## config.mk

```make
export PLATFORM = sky130hd
export DESIGN_NAME = learn_note_stepper_flat
export DESIGN_NICKNAME = d
export VERILOG_FILES = /design/src/rtl/learn_note_stepper_if.sv /design/src/rtl/learn_note_stepper.sv /design/src/flat_wrapper.sv
export SDC_FILE = /design/constraint.sdc
export NUM_CORES = 1
export LEC_CHECK = 0
export CAP_MARGIN = 40
export CORE_UTILIZATION = 48
export CTS_CLUSTER_SIZE = 24
export DETAILED_ROUTE_END_ITERATION = 10
export MAX_ROUTING_LAYER = met4
export PLACE_DENSITY = 0.73
export SETUP_SLACK_MARGIN = 0.15
export SLEW_MARGIN = 5
export SYNTH_ARGS = -nofsm -noshare
export SYNTH_HDL_FRONTEND = slang
export SYNTH_SLANG_ARGS = --single-unit
```

## constraint.sdc

```tcl
create_clock -name clk -period 4.2 [get_ports clk]
set_input_delay 1.05 -clock clk [delete_from_list [all_inputs] [get_ports clk]]
set_output_delay 1.05 -clock clk [all_outputs]
set_load 0.01 [all_outputs]
```

## src/rtl/learn_note_stepper_if.sv

```systemverilog
// Bundle of mode, song ROM, player key and grader signals around learn_note_stepper.
// slave is the stepper's side; master is the surrounding system (ROM, keypad, grader).
`ifndef LEARN_MODE
`define LEARN_MODE 2'b10
`endif

interface learn_note_stepper_if;
    logic [1:0] state;
    logic       start;
    logic [5:0] song_len;
    logic [5:0] song_addr;
    logic [9:0] song_note;
    logic [9:0] store;
    logic [9:0] NOTE;
    logic       note_valid;
    logic       hit;
    logic       miss;
    logic [7:0] react_time;
    logic [5:0] hit_cnt;
    logic       done;

    modport master (
        output state, start, song_len, song_note, store,
        input  song_addr, NOTE, note_valid, hit, miss, react_time, hit_cnt, done
    );

    modport slave (
        input  state, start, song_len, song_note, store,
        output song_addr, NOTE, note_valid, hit, miss, react_time, hit_cnt, done
    );
endinterface

```

## src/rtl/learn_note_stepper.sv

```systemverilog
// Learn-mode song stepper: walks the song ROM, presents each note, times the
// player's response in ticks and reports hit/miss per note.
`ifndef LEARN_MODE
`define LEARN_MODE 2'b10
`endif

module learn_note_stepper #(
    parameter int unsigned TICK_DIV      = 1_000_000,
    parameter int unsigned TIMEOUT_TICKS = 200
) (
    input  logic                 clk,
    input  logic                 rst,
    learn_note_stepper_if.slave  bus
);

    localparam int unsigned PW = (TICK_DIV > 1) ? $clog2(TICK_DIV) : 1;

    typedef enum logic [2:0] {
        IDLE, FETCH, LOAD, RELEASE, WAIT_KEY, ADVANCE, DONE
    } fsm_t;

    fsm_t            fsm_q, fsm_d;
    logic [5:0]      addr_q, addr_d;
    logic [9:0]      note_q, note_d;
    logic            nv_q, nv_d;
    logic            hit_q, hit_d;
    logic            miss_q, miss_d;
    logic [7:0]      react_q, react_d;
    logic [5:0]      hcnt_q, hcnt_d;
    logic            done_q, done_d;
    logic [PW-1:0]   presc_q, presc_d;
    logic [7:0]      tick_q, tick_d;

    logic            tick_wrap_c;
    logic [PW-1:0]   presc_nxt_c;
    logic [7:0]      tick_nxt_c;
    logic            last_c;

    // State and all registered outputs
    always_ff @(posedge clk or negedge rst) begin
        if (!rst) begin
            fsm_q   <= IDLE;
            addr_q  <= '0;
            note_q  <= '0;
            nv_q    <= 1'b0;
            hit_q   <= 1'b0;
            miss_q  <= 1'b0;
            react_q <= '0;
            hcnt_q  <= '0;
            done_q  <= 1'b0;
            presc_q <= '0;
            tick_q  <= '0;
        end else begin
            fsm_q   <= fsm_d;
            addr_q  <= addr_d;
            note_q  <= note_d;
            nv_q    <= nv_d;
            hit_q   <= hit_d;
            miss_q  <= miss_d;
            react_q <= react_d;
            hcnt_q  <= hcnt_d;
            done_q  <= done_d;
            presc_q <= presc_d;
            tick_q  <= tick_d;
        end
    end

    // Next-state and next-output logic
    always_comb begin
        fsm_d   = fsm_q;
        addr_d  = addr_q;
        note_d  = note_q;
        nv_d    = nv_q;
        hit_d   = 1'b0;
        miss_d  = 1'b0;
        react_d = react_q;
        hcnt_d  = hcnt_q;
        done_d  = done_q;
        presc_d = presc_q;
        tick_d  = tick_q;

        tick_wrap_c = (presc_q == PW'(TICK_DIV - 1));
        presc_nxt_c = tick_wrap_c ? '0 : PW'(presc_q + PW'(1));
        tick_nxt_c  = (tick_wrap_c && tick_q != 8'hFF) ? 8'(tick_q + 8'd1) : tick_q;
        last_c      = (7'({1'b0, addr_q}) + 7'd1) >= 7'({1'b0, bus.song_len});

        if (bus.state != `LEARN_MODE) begin
            fsm_d  = IDLE;
            note_d = '0;
            nv_d   = 1'b0;
            done_d = 1'b0;
        end else begin
            case (fsm_q)
                IDLE, DONE: begin
                    if (fsm_q == DONE) begin
                        done_d = 1'b1;
                        note_d = '0;
                    end
                    if (bus.start) begin
                        addr_d = '0;
                        hcnt_d = '0;
                        done_d = 1'b0;
                        note_d = '0;
                        fsm_d  = (bus.song_len == 6'd0) ? DONE : FETCH;
                    end
                end
                FETCH: fsm_d = LOAD;
                LOAD: begin
                    note_d = bus.song_note;
                    if (bus.song_note != 10'd0) begin
                        nv_d  = 1'b1;
                        fsm_d = RELEASE;
                    end else begin
                        fsm_d = ADVANCE;
                    end
                end
                // A key still held from the previous note must be let go first
                RELEASE: begin
                    if (bus.store == 10'd0) begin
                        presc_d = '0;
                        tick_d  = '0;
                        fsm_d   = WAIT_KEY;
                    end
                end
                WAIT_KEY: begin
                    presc_d = presc_nxt_c;
                    tick_d  = tick_nxt_c;
                    if (bus.store == note_q) begin
                        hit_d   = 1'b1;
                        react_d = tick_q;
                        hcnt_d  = (hcnt_q == 6'h3F) ? hcnt_q : 6'(hcnt_q + 6'd1);
                        nv_d    = 1'b0;
                        fsm_d   = ADVANCE;
                    end else if (tick_nxt_c == 8'(TIMEOUT_TICKS)) begin
                        miss_d = 1'b1;
                        nv_d   = 1'b0;
                        fsm_d  = ADVANCE;
                    end
                end
                ADVANCE: begin
                    note_d = '0;
                    if (last_c) begin
                        fsm_d = DONE;
                    end else begin
                        addr_d = 6'(addr_q + 6'd1);
                        fsm_d  = FETCH;
                    end
                end
                default: fsm_d = IDLE;
            endcase
        end
    end

    assign bus.song_addr  = addr_q;
    assign bus.NOTE       = note_q;
    assign bus.note_valid = nv_q;
    assign bus.hit        = hit_q;
    assign bus.miss       = miss_q;
    assign bus.react_time = react_q;
    assign bus.hit_cnt    = hcnt_q;
    assign bus.done       = done_q;

endmodule

```

## src/flat_wrapper.sv

```systemverilog
// flat-port wrapper written by rule: the top's interface ports become plain ports
module learn_note_stepper_flat 
#(
    parameter int unsigned TICK_DIV      = 1_000_000,
    parameter int unsigned TIMEOUT_TICKS = 200
)
  (clk, rst, bus_state, bus_start, bus_song_len, bus_song_note, bus_store, bus_song_addr, bus_NOTE, bus_note_valid, bus_hit, bus_miss, bus_react_time, bus_hit_cnt, bus_done);
  learn_note_stepper_if bus_i ();
  input  logic clk;
  input  logic rst;
  input wire logic [$bits(bus_i.state)-1:0] bus_state;
  input wire logic [$bits(bus_i.start)-1:0] bus_start;
  input wire logic [$bits(bus_i.song_len)-1:0] bus_song_len;
  input wire logic [$bits(bus_i.song_note)-1:0] bus_song_note;
  input wire logic [$bits(bus_i.store)-1:0] bus_store;
  output wire logic [$bits(bus_i.song_addr)-1:0] bus_song_addr;
  output wire logic [$bits(bus_i.NOTE)-1:0] bus_NOTE;
  output wire logic [$bits(bus_i.note_valid)-1:0] bus_note_valid;
  output wire logic [$bits(bus_i.hit)-1:0] bus_hit;
  output wire logic [$bits(bus_i.miss)-1:0] bus_miss;
  output wire logic [$bits(bus_i.react_time)-1:0] bus_react_time;
  output wire logic [$bits(bus_i.hit_cnt)-1:0] bus_hit_cnt;
  output wire logic [$bits(bus_i.done)-1:0] bus_done;
  assign bus_i.state = bus_state;
  assign bus_i.start = bus_start;
  assign bus_i.song_len = bus_song_len;
  assign bus_i.song_note = bus_song_note;
  assign bus_i.store = bus_store;
  assign bus_song_addr = bus_i.song_addr;
  assign bus_NOTE = bus_i.NOTE;
  assign bus_note_valid = bus_i.note_valid;
  assign bus_hit = bus_i.hit;
  assign bus_miss = bus_i.miss;
  assign bus_react_time = bus_i.react_time;
  assign bus_hit_cnt = bus_i.hit_cnt;
  assign bus_done = bus_i.done;
  learn_note_stepper #(.TICK_DIV(TICK_DIV), .TIMEOUT_TICKS(TIMEOUT_TICKS)) u_core (.clk(clk), .rst(rst), .bus(bus_i));
endmodule
```

== Yosys cells after proc, flatten, opt, wreduce, memory -nomap -nowiden ==
Index checks and enable logic that the tools add are counted.

* Input bits: 31
* Output and inout bits: 34
* Logic and storage cells: 102
* Flip-flop bits (word level): 65

* Bitwise logic cells: 1
* Add/sub/neg operators: 5
* Reduce and logical (&&, ||, !) cells: 21
* Magnitude comparators: 1
* Muxes and demuxes: 41
* Eq/ne operators: 22

{| class="wikitable"
|+ Operator list
! kind !! count
|-
| 20-bit two-way mux || 2
|-
| 20-bit one-hot mux with 2 select lines || 1
|-
| 10-bit two-way mux || 3
|-
| 10-bit one-hot mux with 3 select lines || 1
|-
| 3-bit two-way mux || 8
|-
| 6-bit two-way mux || 4
|-
| 6-bit one-hot mux with 2 select lines || 2
|-
| 20-bit by 1-bit adder with 20-bit output, second input constant || 1
|-
| 20-bit equality test, second input constant || 1
|-
| 3-bit one-hot mux with 6 select lines || 1
|-
| 8-bit two-way mux || 2
|-
| 8-bit one-hot mux with 2 select lines || 1
|-
| 1-bit two-way mux || 15
|-
| 6-bit by 1-bit adder with 6-bit output, second input constant || 2
|-
| 3-bit AND reduction || 4
|-
| 10-bit equality test || 1
|-
| 10-bit logical NOT || 1
|-
| 10-bit nonzero test || 1
|-
| 3-bit equality test, second input constant || 3
|-
| 8-bit by 1-bit adder with 8-bit output, second input constant || 1
|-
| 8-bit equality test, second input constant || 1
|-
| 2-bit inequality test, second input constant || 4
|-
| 8-bit inequality test, second input constant || 1
|-
| 2-bit nonzero test || 4
|-
| 21 further kinds || 26
|}

== Logic depth before layout (Yosys ltp) ==
* Depth after elaboration: 8
* Gate-level depth with buffers: 10
* Mapped depth without buffers: 10

== Least setup slack after synthesis ==
Ideal clock, no wire load.

* Kind: input to register
* Start: input bus_song_len[0]
* End: register u_core.addr_q[3] (netlist: u_core.bus.song_addr[3])
* Slack: 1.289 ns
* Stages on the path: 7
* Path buffers: 0
* Data arrival time: 2.845 ns
* Required time: 4.134 ns
* Setup time: 0.066 ns
* Cell sequence: ha_1 -> nand2b_1 -> a2111oi_0 -> o21ai_1 -> nor3_1 -> a211o_1 -> a22o_1

* Longest elaborated chain between the ends: 3

{| class="wikitable"
|+ Ends and longest elaborated chain
! item !! RTL line !! text
|-
| start: declaration || flat_wrapper.sv:13 || <nowiki>input wire logic [$bits(bus_i.song_len)-1:0] bus_song_len;</nowiki>
|-
| 7-bit by 6-bit >= comparator with 1-bit output || learn_note_stepper.sv:85 || <nowiki>last_c = (7'({1'b0, addr_q}) + 7'd1) >= 7'({1'b0, bus.song_len});</nowiki>
|-
| 2-bit inequality test (no source line) || n/a ||
|-
| 4-bit AND reduction (no source line) || n/a ||
|-
| end signal: assignment || learn_note_stepper.sv:55 || <nowiki>addr_q <= addr_d;</nowiki>
|-
| end: declaration || learn_note_stepper.sv:23 || <nowiki>logic [5:0] addr_q, addr_d;</nowiki>
|}

Every way passes these cells.
A chain may end at the register's enable or synchronous reset.

== Final worst setup path ==
Same ends and word-level chain as after synthesis.

==> results.txt <==
- Across all layers, the routed design uses 3,565 vias.
* Critical path endpoint category: register
- In the layout the commonest cells are sky130_fd_sc_hd__dfrtp_1 (65), sky130_fd_sc_hd__clkdlybuf4s50_1 (63), sky130_fd_sc_hd__nand2_1 (47).
- Yosys mapped a number of flops with a built-in enable equal to 0.
* Number of distinct library cells after synthesis: 64
* Post-placement cell count: 581
- Avg Vias per Cell: 5.97
- Data arrives at the worst endpoint at 3.60 ns.
- In this run the power density over the cells is 262 nW/um^2.
* Count of instances resized after the clock tree is built: 0
* Syn Std Cell Area: 3870 sq um
- Status: finished clean
* Hold WC Path Type: register to register
- Number of placement rows: 32
* Maximum number of pins on one net before global-route repair: 66
- Clock insertion delay at the later pin of the skew report: 0.34 ns
* Number of sinks driven by the clock tree: 65
- Die Outline Area: between 8000 and 9000 sq um
- After clock tree synthesis, the clock-pin slew on the worst setup and hold paths is ~0.080 ns.
- Fin. Hold Viols: 0
- Worst rel slew slack: 46.1%
- Post-route setup TNS: 0 ns
- Global routing used 23.6% of the available tracks.
* Count of buffers from port buffering: 64
- 65 I/O pins were placed.
* Count of yosys warnings during synthesis: 0
- Final WS setup: 0.887 ns
* Total leakage power: 1.93 nW
- Number of buffers inserted during clock tree synthesis: 9
- CP Class: input port to register
- The first global-routing pass estimated 15,600 um of wire.
- In the synthesized netlist the dominant register cell turns out to be sky130_fd_sc_hd__dfrtp_1.
* Vias in the first global route: approximately 3,300
- Post-CTS timing repair inserted 0 buffers for setup.
* GP Congestion: ~0.87
* H-tree depth reported by CTS: 3
* Highest Clock Rate: between 300 and 400 MHz
- The final layout contains 531 nets.
- Data required time at the worst endpoint: 4.49 ns
- Period utilisation layout: 78.9%
* Cell Count, Final, Fillers Out: 597
- Cells with a size suffix above 1 make up 7.27% of the layout.
- Along the worst path, the maximum fanout reaches 7.
* Average footprint of a synthesized cell: 9.11 sq um
- Setup repair after global routing missed its margin: false
* Worst ir drop on vdd: 0.159 mV
* Number of nets produced by synthesis: 466
- DR pass1 iterations: 4
- The floorplan step defined a core boundary enclosing 7770 sq um.
- 0 antenna diodes ended up in the layout.
* Total detailed-routing wirelength: 9280 um
- Part of the Yosys area used for sequential elements: 42.0%
- STA classifies the critical path startpoint as an input port.
- Worst slack after detailed placement: around 0.51 ns
* Buffer levels on the longest clock path: 2
- Clock skew on the completed layout was measured at 0.00748 ns.
- The initial utilization of the core area, before any placement, comes to 49.9%.
- Hold buffer count at CTS: 0
* DRC marker count from the first detailed-route iteration: between 150 and 200
- Post-synth ARST share: 100%
- Number of antenna violations at the first check in global routing: 0
- Synthesis inferred between 60 and 70 register bits.
- Total of max-cap violations: 0
- Setup violations remaining at the end of the flow were counted as 0.
- Half-perimeter wire length after placement: 6670 um
- The worst path in the final design needs a cycle of 3.31 ns, including I/O delays and setup.
- Post-synthesis cell count: 425
- The tree is rooted in a sky130_fd_sc_hd__clkbuf_8.
- Layout overhead on the synthesized area: 23.7%
- Die extent in y: roughly 92 um
* Global-route congestion overflow total: 0
* Routed wire per std cell: roughly 16 um
- Max-slew violation count: 0
- TritonCTS built the clock tree.
- Antenna viol nets, final: 0
- Measured along the x axis, the die boundary spans 91.8 um.
- For the pin with the worst max-slew slack, the measured transition is slightly above 0.8 ns.
- The library cell used most frequently in the layout, excluding fill and tap cells, is sky130_fd_sc_hd__dfrtp_1.
* # DRC: 0
[power breakdown]
group	internal [W]	switching [W]	total [W]
clock network	0.000230	0.000258	0.000488
registers	0.000634	0.0000167	0.000650
logic	0.0000571	0.0000575	0.000115
total	0.000921	0.000333	0.00125
[cells by family (layout without fill, tap and decap cells)]
family,after synthesis,count (layout),synth area share (%)
adder cells (fa/ha/maj),10,10,3.23
XOR/XNOR,21,21,4.75
flip-flops,65,65,42.0
AO/OA/AOI/OAI,120,120,21.0
buffers and inverters,31,101,3.17
AND/OR/NAND/NOR,169,169,23.2
multiplexers,9,9,2.58
[worst max-delay path: stages]
cell and delay (ns):
sky130_fd_sc_hd__clkdlybuf4s50_1 0.49, sky130_fd_sc_hd__ha_1 0.23, sky130_fd_sc_hd__nand2b_1 0.13, sky130_fd_sc_hd__a2111oi_0 0.55, sky130_fd_sc_hd__o21ai_1 0.25, sky130_fd_sc_hd__nor3_1 0.56
sky130_fd_sc_hd__a211o_1 0.22, sky130_fd_sc_hd__a22o_1 0.11
[cell type report]
class                   count  area, sq um
fillers                   669         2980
inverters                  17         63.8
well taps                 102          128
multi-input cells         329         2120
clock inverters             6         43.8
clock buffers              10          138
flip-flops and latches     65         1630
repair buffers             68          666
[layer usage]
metal / vias up / global-route usage [%] / share of wire, %
met5: - / - / 0
met4: 0 / 10.0 / 2.1
met3: 20 / 3.90 / 5.9
met2: 115 / 35.7 / 45
met1: 1704 / 31.5 / 47
li1: 1726 / - / -
[stage by stage]
step                hold slack [ns]  power (W)  cell area, sq um  util [%]
detailed placement            0.485   0.000777              4610      59.3
global route                  0.524    0.00130              4790      61.6
floorplan                     0.458   0.000712              3870         -
global placement              0.476   0.000776              4610      59.3
finish                        0.497    0.00125              4790      61.6
CTS                           0.503    0.00126              4790      61.6
[flip-flops by register name, summed over array words and instances (netlist names)]
signal                 cells
u_core.bus.miss            1
u_core.bus.done            1
u_core.bus.NOTE           10
u_core.tick_q              8
u_core.bus.song_addr       6
u_core.bus.hit             1
u_core.presc_q            20
u_core.bus.note_valid      1
u_core.bus.hit_cnt         6
u_core.fsm_q               3
u_core.bus.react_time      8
[cells in the mapped netlist, types with 2 or more instances]
cell                        count  area, sq um
sky130_fd_sc_hd__and3_1         8         50.1
sky130_fd_sc_hd__and4_1         2         17.5
sky130_fd_sc_hd__o311ai_1       2         17.5
sky130_fd_sc_hd__clkbuf_1      10         37.5
sky130_fd_sc_hd__dfrtp_1       65         1630
sky130_fd_sc_hd__nor4_1         4         25.0
sky130_fd_sc_hd__nand2b_1       8         50.1
sky130_fd_sc_hd__o22ai_1        3         18.8
sky130_fd_sc_hd__xor2_1         6         52.6
sky130_fd_sc_hd__nor2b_1        3         18.8
sky130_fd_sc_hd__or4_1          9         67.6
sky130_fd_sc_hd__nand4_1       10         62.6
sky130_fd_sc_hd__nand3_1       24          120
sky130_fd_sc_hd__nor2_1        27          101
sky130_fd_sc_hd__or2_1          2         12.5
sky130_fd_sc_hd__o31ai_1       10         75.1
sky130_fd_sc_hd__mux2_2         3         33.8
sky130_fd_sc_hd__nand2_1       47          176
sky130_fd_sc_hd__nor4b_1        2         17.5
sky130_fd_sc_hd__mux2_1         5         56.3
sky130_fd_sc_hd__ha_1          10          125
sky130_fd_sc_hd__nor3_1         9         45.0
sky130_fd_sc_hd__nand3_2        2         20.0
sky130_fd_sc_hd__xnor2_1       15          131
sky130_fd_sc_hd__o21ai_0       30          150
sky130_fd_sc_hd__and2_1         2         12.5
sky130_fd_sc_hd__a21oi_1       19         95.1
sky130_fd_sc_hd__o21ai_1        7         35.0
sky130_fd_sc_hd__a22o_1        14          123
sky130_fd_sc_hd__inv_1         16         60.1
sky130_fd_sc_hd__o211ai_1       6         45.0
sky130_fd_sc_hd__buf_2          2         10.0
sky130_fd_sc_hd__o41ai_1        5         43.8
sky130_fd_sc_hd__a2bb2oi_1      2         17.5
sky130_fd_sc_hd__a31oi_1        4         25.0
sky130_fd_sc_hd__o21a_1         4         30.0
[worst paths after layout]
path                                           from                  endpoint  slack (ns)  cells past startpoint
max in group asynchronous                       rst        u_core.presc_q[13]        2.79                      2
min reg2reg                u_core.bus.react_time[3]  u_core.bus.react_time[3]        0.50                      1
min                        u_core.bus.react_time[3]  u_core.bus.react_time[3]        0.50                      1
min in group asynchronous                       rst        u_core.bus.NOTE[0]        0.88                      2
max reg2reg                 u_core.bus.song_addr[0]   u_core.bus.song_addr[3]        1.39                      8
max                                 bus_song_len[0]   u_core.bus.song_addr[3]        0.89                      8
(Power assumes the default switching activity.)
